[config.mk]
export PLATFORM = sky130hd
export DESIGN_NAME = vector_mul_reduce
export DESIGN_NICKNAME = d
export VERILOG_FILES = /design/src/rtl/vector_pkg.sv /design/src/rtl/vector_mul_lane.sv /design/src/rtl/vector_mul_reduce.sv
export SDC_FILE = /design/constraint.sdc
export NUM_CORES = 1
export LEC_CHECK = 0
export CAP_MARGIN = 30
export CORE_AREA = 5 5 169 171
export DETAILED_ROUTE_END_ITERATION = 12
export DIE_AREA = 0 0 174 176
export GPL_ROUTABILITY_DRIVEN = 0
export SYNTH_ARGS = -nofsm -noshare
export SYNTH_HDL_FRONTEND = slang
export SYNTH_SLANG_ARGS = --single-unit
export TNS_END_PERCENT = 100
[constraint.sdc]
create_clock -name clk -period 8.9 [get_ports clk]
set_input_delay 1.78 -clock clk [delete_from_list [all_inputs] [get_ports clk]]
set_output_delay 1.78 -clock clk [all_outputs]
set_load 0.05 [all_outputs]
[src/rtl/vector_pkg.sv]
`default_nettype none
// ============================================================================
// Module      : vector_pkg
// Description : Shared state encoding and fixed-point helpers for vector_mul_reduce.
// Revision    : 1.0
// ============================================================================
package vector_pkg;

  typedef enum logic [1:0] {
    IDLE = 2'd0,
    CALC = 2'd1,
    DONE = 2'd2
  } state_t;

  function automatic int clog2(input int value);
    int result;
    result = 0;
    while ((1 << result) < value) result++;
    return result;
  endfunction

  // Clamps value into a signed field of the given width when sat_en is set;
  // otherwise passes it through and the caller keeps only the low bits.
  function automatic logic signed [63:0] saturate(input logic signed [63:0] value,
                                                  input int width,
                                                  input logic sat_en,
                                                  output logic ovf);
    logic signed [63:0] hi;
    logic signed [63:0] lo;
    hi  = (64'sd1 <<< (width - 1)) - 64'sd1;
    lo  = -(64'sd1 <<< (width - 1));
    ovf = (value > hi) || (value < lo);
    if (ovf && sat_en) saturate = (value > hi) ? hi : lo;
    else saturate = value;
  endfunction

endpackage
`default_nettype wire

[src/rtl/vector_mul_lane.sv]
`default_nettype none
// ============================================================================
// Module      : vector_mul_lane
// Description : One fixed-point lane: signed multiply, rescale, narrow with overflow flag.
// Revision    : 1.0
// ============================================================================
module vector_mul_lane
  import vector_pkg::*;
#(
  parameter int A_CELL_WIDTH      = 8,
  parameter int B_CELL_WIDTH      = 8,
  parameter int RESULT_CELL_WIDTH = 8,
  parameter int FRACTION_WIDTH    = 4,
  parameter int SATURATE          = 1
) (
  input  logic [A_CELL_WIDTH-1:0]              a_i,
  input  logic [B_CELL_WIDTH-1:0]              b_i,
  output logic [A_CELL_WIDTH+B_CELL_WIDTH-1:0] prod_o,
  output logic [RESULT_CELL_WIDTH-1:0]         res_o,
  output logic                                 ovf_o
);

  localparam int PROD_W = A_CELL_WIDTH + B_CELL_WIDTH;

  logic signed [PROD_W-1:0] w_a_ext;
  logic signed [PROD_W-1:0] w_b_ext;
  logic signed [PROD_W-1:0] w_full;
  logic signed [PROD_W-1:0] w_shift;

  assign w_a_ext = PROD_W'($signed(a_i));
  assign w_b_ext = PROD_W'($signed(b_i));
  assign w_full  = w_a_ext * w_b_ext;
  assign w_shift = w_full >>> FRACTION_WIDTH;
  assign prod_o  = w_shift;

  always_comb begin
    ovf_o = 1'b0;
    res_o = RESULT_CELL_WIDTH'(saturate(64'(w_shift), RESULT_CELL_WIDTH, SATURATE != 0, ovf_o));
  end

endmodule
`default_nettype wire

[src/rtl/vector_mul_reduce.sv]
`default_nettype none
// ============================================================================
// Module      : vector_mul_reduce
// Description : Tiled Hadamard product plus accumulating dot product over two operand channels.
// Revision    : 1.0
// ============================================================================
module vector_mul_reduce
  import vector_pkg::*;
#(
  parameter int VECTOR_LEN        = 5,
  parameter int A_CELL_WIDTH      = 8,
  parameter int B_CELL_WIDTH      = 8,
  parameter int RESULT_CELL_WIDTH = 8,
  parameter int SUM_WIDTH         = 16,
  parameter int FRACTION_WIDTH    = 4,
  parameter int TILING            = 1,
  parameter int SATURATE          = 1
) (
  input  logic                                      clk,
  input  logic                                      rst,
  input  logic [VECTOR_LEN*A_CELL_WIDTH-1:0]        a_i,
  input  logic                                      a_acc_i,
  input  logic                                      a_valid_i,
  output logic                                      a_ready_o,
  input  logic [VECTOR_LEN*B_CELL_WIDTH-1:0]        b_i,
  input  logic                                      b_valid_i,
  output logic                                      b_ready_o,
  output logic [VECTOR_LEN*RESULT_CELL_WIDTH-1:0]   result_o,
  output logic [SUM_WIDTH-1:0]                      dot_o,
  output logic                                      result_valid_o,
  input  logic                                      result_ready_i,
  output logic                                      error_o
);

  localparam int CNT_W  = clog2(VECTOR_LEN + TILING);
  localparam int PROD_W = A_CELL_WIDTH + B_CELL_WIDTH;

  state_t                                  state_q;
  logic [VECTOR_LEN*A_CELL_WIDTH-1:0]      a_q;
  logic [VECTOR_LEN*B_CELL_WIDTH-1:0]      b_q;
  logic                                    acc_flag_q;
  logic                                    a_ready_q;
  logic                                    b_ready_q;
  logic                                    result_valid_q;
  logic                                    error_q;
  logic [CNT_W-1:0]                        cnt_q;
  logic signed [SUM_WIDTH-1:0]             dot_q;
  logic [VECTOR_LEN*RESULT_CELL_WIDTH-1:0] result_q;

  logic [CNT_W-1:0]             w_idx [TILING];
  logic [CNT_W-1:0]             w_sel [TILING];
  logic [PROD_W-1:0]            w_prod [TILING];
  logic [RESULT_CELL_WIDTH-1:0] w_res [TILING];
  logic [TILING-1:0]            w_lane_vld;
  logic [TILING-1:0]            w_ovf;
  logic signed [SUM_WIDTH-1:0]  w_sum;
  logic                         w_sum_ovf;
  logic                         w_add_ovf;
  logic                         w_last;

  // Lanes past the end of the vector are steered to element 0 and ignored.
  generate
    for (genvar t = 0; t < TILING; t++) begin : g_lane
      assign w_idx[t]      = cnt_q + CNT_W'(t);
      assign w_lane_vld[t] = w_idx[t] < CNT_W'(VECTOR_LEN);
      assign w_sel[t]      = w_lane_vld[t] ? w_idx[t] : '0;

      vector_mul_lane #(
        .A_CELL_WIDTH      (A_CELL_WIDTH),
        .B_CELL_WIDTH      (B_CELL_WIDTH),
        .RESULT_CELL_WIDTH (RESULT_CELL_WIDTH),
        .FRACTION_WIDTH    (FRACTION_WIDTH),
        .SATURATE          (SATURATE)
      ) u_lane (
        .a_i    (a_q[int'(w_sel[t])*A_CELL_WIDTH +: A_CELL_WIDTH]),
        .b_i    (b_q[int'(w_sel[t])*B_CELL_WIDTH +: B_CELL_WIDTH]),
        .prod_o (w_prod[t]),
        .res_o  (w_res[t]),
        .ovf_o  (w_ovf[t])
      );
    end
  endgenerate

  // Lanes are folded into the running sum in index order, range-checked after every add.
  always_comb begin
    w_sum     = dot_q;
    w_sum_ovf = 1'b0;
    w_add_ovf = 1'b0;
    for (int t = 0; t < TILING; t++) begin
      if (w_lane_vld[t]) begin
        w_sum = SUM_WIDTH'(saturate(64'(w_sum) + 64'($signed(w_prod[t])),
                                    SUM_WIDTH, SATURATE != 0, w_add_ovf));
        w_sum_ovf = w_sum_ovf | w_add_ovf;
      end
    end
  end

  assign w_last = (cnt_q + CNT_W'(TILING)) >= CNT_W'(VECTOR_LEN);

  always_ff @(posedge clk) begin
    if (rst) begin
      state_q        <= IDLE;
      a_q            <= '0;
      b_q            <= '0;
      acc_flag_q     <= 1'b0;
      a_ready_q      <= 1'b1;
      b_ready_q      <= 1'b1;
      result_valid_q <= 1'b0;
      error_q        <= 1'b0;
      cnt_q          <= '0;
      dot_q          <= '0;
      result_q       <= '0;
    end else begin
      case (state_q)
        IDLE: begin
          if (a_valid_i && a_ready_q) begin
            a_q        <= a_i;
            acc_flag_q <= a_acc_i;
            a_ready_q  <= 1'b0;
          end
          if (b_valid_i && b_ready_q) begin
            b_q       <= b_i;
            b_ready_q <= 1'b0;
          end
          if (!a_ready_q && !b_ready_q) begin
            state_q <= CALC;
            cnt_q   <= '0;
            error_q <= 1'b0;
            if (!acc_flag_q) dot_q <= '0;
          end
        end
        CALC: begin
          for (int t = 0; t < TILING; t++) begin
            if (w_lane_vld[t])
              result_q[int'(w_sel[t])*RESULT_CELL_WIDTH +: RESULT_CELL_WIDTH] <= w_res[t];
          end
          dot_q   <= w_sum;
          error_q <= error_q | w_sum_ovf | (|(w_ovf & w_lane_vld));
          cnt_q   <= cnt_q + CNT_W'(TILING);
          if (w_last) begin
            state_q        <= DONE;
            result_valid_q <= 1'b1;
          end
        end
        DONE: begin
          if (result_ready_i) begin
            state_q        <= IDLE;
            result_valid_q <= 1'b0;
            a_ready_q      <= 1'b1;
            b_ready_q      <= 1'b1;
          end
        end
        default: state_q <= IDLE;
      endcase
    end
  end

  assign a_ready_o      = a_ready_q;
  assign b_ready_o      = b_ready_q;
  assign result_o       = result_q;
  assign dot_o          = dot_q;
  assign result_valid_o = result_valid_q;
  assign error_o        = error_q;

endmodule
`default_nettype wire

==> impl_results.rst <==
.. list-table::
   :header-rows: 1

   * - Metric
     - Value
   * - Number of flops mapped to enable cells by yosys
     - 0
   * - Number of nets in the layout
     - around 1.5k
   * - Via count normalized by instance count
     - about 5
   * - Clock latency of the later-clocked register in the worst-skew pair
     - around 0.44 ns
   * - Antenna violations before repair
     - 0
   * - Num CTS Buffers
     - 17
   * - Dominant register cell in the synthesized netlist
     - dfxtp_1
   * - RSZ-0062 raised after global routing
     - no
   * - Number of cells produced by synthesis
     - 1140
   * - Via total after detailed routing
     - about 8k
   * - Syn-to-layout area delta
     - 27.8%
   * - Horiz. Die Dim
     - roughly 170 um
   * - TritonCTS clock tree
     - done
   * - Pin count of the biggest net entering global routing
     - 82
   * - Endpoint class of the critical path
     - flop
   * - Number of endpoints failing setup at the final stage
     - 0
   * - CTS root buffer
     - clkbuf_16
   * - Critical path's slowest cell
     - fa_1
   * - Routed wire length
     - ~25 mm
   * - Worst hold slack after final layout
     - 0.454 ns
   * - Final setup margin
     - about 0.54 ns
   * - Detailed router's first-iteration violation count
     - 600
   * - Via count of the first global-routing pass
     - 7972
   * - Worst-path clk slew
     - around 0.06 ns
   * - Final Instance Count excl. Fillers
     - around 1.6k
   * - Crit path kind
     - flop to flop
   * - Top cell by count, worst path
     - fa_1
   * - Routed WL per cell
     - approximately 15 um
   * - Crit path required time
     - 9.27 ns
   * - Antenna Diode Count
     - 0
   * - Detailed placer's ending HPWL
     - 19.6 mm
   * - Final cycle utilization of the critical path
     - 93.9%
   * - Quantity of hold-fixing buffers added after cts
     - 0
   * - Worst clock skew
     - around 0.020 ns
   * - Total routing resource utilization after global routing
     - 16.2%
   * - Worst stage delay on the critical path
     - 0.54 ns
   * - Dpl cells
     - 1603
   * - H-tree levels
     - 4
   * - Timing-limited maximum frequency
     - 120 MHz
   * - Fraction of registers with async set or reset after synthesis
     - 0%
   * - Rows
     - 60
   * - Synthesized net count
     - between 1k and 1.5k
   * - Overflow left after global routing
     - 0
   * - Distinct cells, synth
     - 60
   * - Worst-case setup slack after placement
     - -0.0252 ns
   * - IR Drop Worst-Case VDD
     - ~0.11 mV
   * - Fraction of final layout cells with drive strength greater than 1
     - under 10%
   * - Die area
     - between 0.03 and 0.04 sq mm
   * - Data arrival time of the critical path
     - ~8.7 ns
   * - Die height
     - 176 um
   * - Antenna viol nets, final
     - 0
   * - Sequential share of the synthesized area
     - between 30% and 40%
   * - Router iterations before antenna repair
     - 5
   * - Hold WC Path Type
     - flop to flop
   * - Top-Level Pins
     - 146
   * - Count of fill cells added during filler insertion
     - approximately 2.7k
   * - Worst-case headroom to the max-slew limit
     - a little over a third
   * - Count of port buffers added during placement
     - 145
   * - Final critical delay including setup and external delays
     - 8.36 ns
   * - Run status
     - finished, final reports clean
   * - Setup crit start
     - cnt_q[0]
   * - Number of sinks on the clock net
     - 146
   * - Slew at the pin with the worst max-slew slack
     - 0.960 ns
   * - Number of remaining DRC errors
     - 0
   * - Reg-to-reg critical path startpoint
     - cnt_q[0]
   * - Core Footprint
     - around 0.027 sq mm
   * - Leakage power
     - between 0.004 and 0.005 uW
   * - Pwr per Cell Area
     - roughly 170 mW/mm^2
   * - Worst Hold Launch
     - b_q[36]
   * - Synth Warn #
     - 0
   * - Effective utilization at floorplan
     - around 35%
   * - First-pass GRT wire length
     - 40.8 mm
   * - Post-Synthesis Cell Area
     - ~0.0092 sq mm
   * - Final Hold Vio Count
     - 0
   * - Avg Inst Size Synth
     - slightly above 8 sq um
   * - Synthesized flop and latch total
     - roughly 150
   * - Crit start category
     - flop
   * - MaxCap Viol Count
     - 0
   * - Maximum clock insertion buffer count
     - 2
   * - CP Max Fanout
     - 22
   * - Pins Over Slew Limit
     - 0
[critical path, delay by kind of cell (launching register included)]
kind            cells  cell delay, ns
simple gates        6            1.04
xor+xnor            2            0.69
buf+inv             7            0.88
fa+ha+maj           6            2.82
compound gates     10            2.40
flops               1            0.44
[flip-flops by register name, summed over array words and instances, names as in the netlist]
register        cells
dot_o              16
b_ready_o           1
state_q             2
result_o           40
error_o             1
b_q                40
acc_flag_q          1
result_valid_o      1
a_q                40
cnt_q               3
a_ready_o           1
[synthesized netlist by cell type (all sizes together), types with 2 or more instances]
| cell type | instances | area, sq um |
|---|---|---|
| o21ai | 27 | 135 |
| or2 | 10 | 62.6 |
| nand3 | 4 | 20.0 |
| nor3 | 10 | 50.1 |
| nand2 | 223 | 837 |
| o41ai | 4 | 53.8 |
| buf | 2 | 8.75 |
| o211a | 3 | 30.0 |
| dfxtp | 146 | 2920 |
| nand2b | 15 | 93.8 |
| a311oi | 18 | 158 |
| o211ai | 3 | 22.5 |
| a21o | 6 | 45.0 |
| a22o | 41 | 359 |
| nor2 | 91 | 342 |
| o21bai | 4 | 30.0 |
| a22oi | 3 | 22.5 |
| inv | 109 | 409 |
| xnor2 | 22 | 193 |
| or3b | 2 | 17.5 |
| a31oi | 6 | 37.5 |
| xor2 | 9 | 78.8 |
| a211oi | 21 | 158 |
| clkbuf | 50 | 188 |
| nor4 | 5 | 31.3 |
| fa | 56 | 1120 |
| nor3b | 3 | 22.5 |
| mux2i | 4 | 40.0 |
| o21a | 4 | 30.0 |
| o31a | 3 | 26.3 |
| nand4 | 2 | 12.5 |
| nor2b | 20 | 128 |
| ha | 51 | 638 |
| a21oi | 133 | 666 |
| and2 | 10 | 62.6 |
[layout by cell type, fill, tap and decap left out, drive strengths merged, types with 5 or more instances in the layout]
| cell type | count |
|---|---|
| nor2 | 91 |
| a21o | 6 |
| ha | 51 |
| or2 | 10 |
| nor3 | 10 |
| a211oi | 21 |
| a31oi | 6 |
| o21ai | 27 |
| nand2 | 223 |
| dfxtp | 146 |
| nand2b | 15 |
| inv | 118 |
| nor4 | 5 |
| clkbuf | 18 |
| buf | 32 |
| clkdlybuf4s50 | 144 |
| fa | 56 |
| a21oi | 133 |
| xor2 | 9 |
| and2 | 10 |
| nor2b | 20 |
| a22o | 41 |
| a311oi | 18 |
| xnor2 | 23 |
[kinds of logic after synthesis]
family          after synthesis  share of synthesized area, %
simple gates                401                          18.7
compound gates              287                          20.3
buf+inv                     162                          6.61
flops                       146                          31.7
fa+ha+maj                   108                          19.2
xor+xnor                     31                          2.94
mux                           5                         0.556
[what timing repair did]
item	in CTS	in global routing
cloned	0	1
gates resized for setup	1	12
pin swaps	0	2
buffers inserted	0	2
endpoints found under the setup margin	8	16
[area by class of cell]
cell class              instances  area (sq um)  area share, %
repair buffers                176          1700           14.4
inverters                     110           417           3.54
multi-input cells             833          5750           48.8
clock inverters                14           139           1.18
flip-flops and latches        146          2920           24.8
well taps                     341           427           3.62
clock buffers                  18           429           3.64
[layer usage]
layer  part of all wire [%]  up-vias  global-route usage, %  wire length (um)
met5                      0        -                      0                 0
met4                    1.5        0                   4.35               368
met3                    4.3       28                   2.98              1090
met2                     47      191                   27.1             11800
met1                     48     3740                   21.8             12000
li1                       -     4117                      -                 -
[final timing paths]
path	to	slack [ns]	depth (start not counted)
max	dot_o[4]	0.54	31
min	b_q[36]	0.45	2
max reg2reg	dot_o[4]	0.54	31
min reg2reg	b_q[36]	0.45	2
[metrics by stage]
stage                     setup TNS (ns)  power, uW  utilization (%)  instance area [sq um]
after CTS                              0       2020             43.8                  11700
final                                  0       2020             44.1                  11800
after global routing                   0       2130             44.1                  11800
after floorplan                        0       1130                -                   9220
after global placement                 0       1310             41.5                  11100
after detailed placement          -0.149       1320             41.7                  11100
[where the power goes]
part           switching, uW  total, uW  internal (uW)  leakage, uW
Sequential              26.3        716            690      0.00119
Clock                    327        699            372     0.000277
Combinational            379        607            228      0.00332
(Power assumes the default switching activity.)
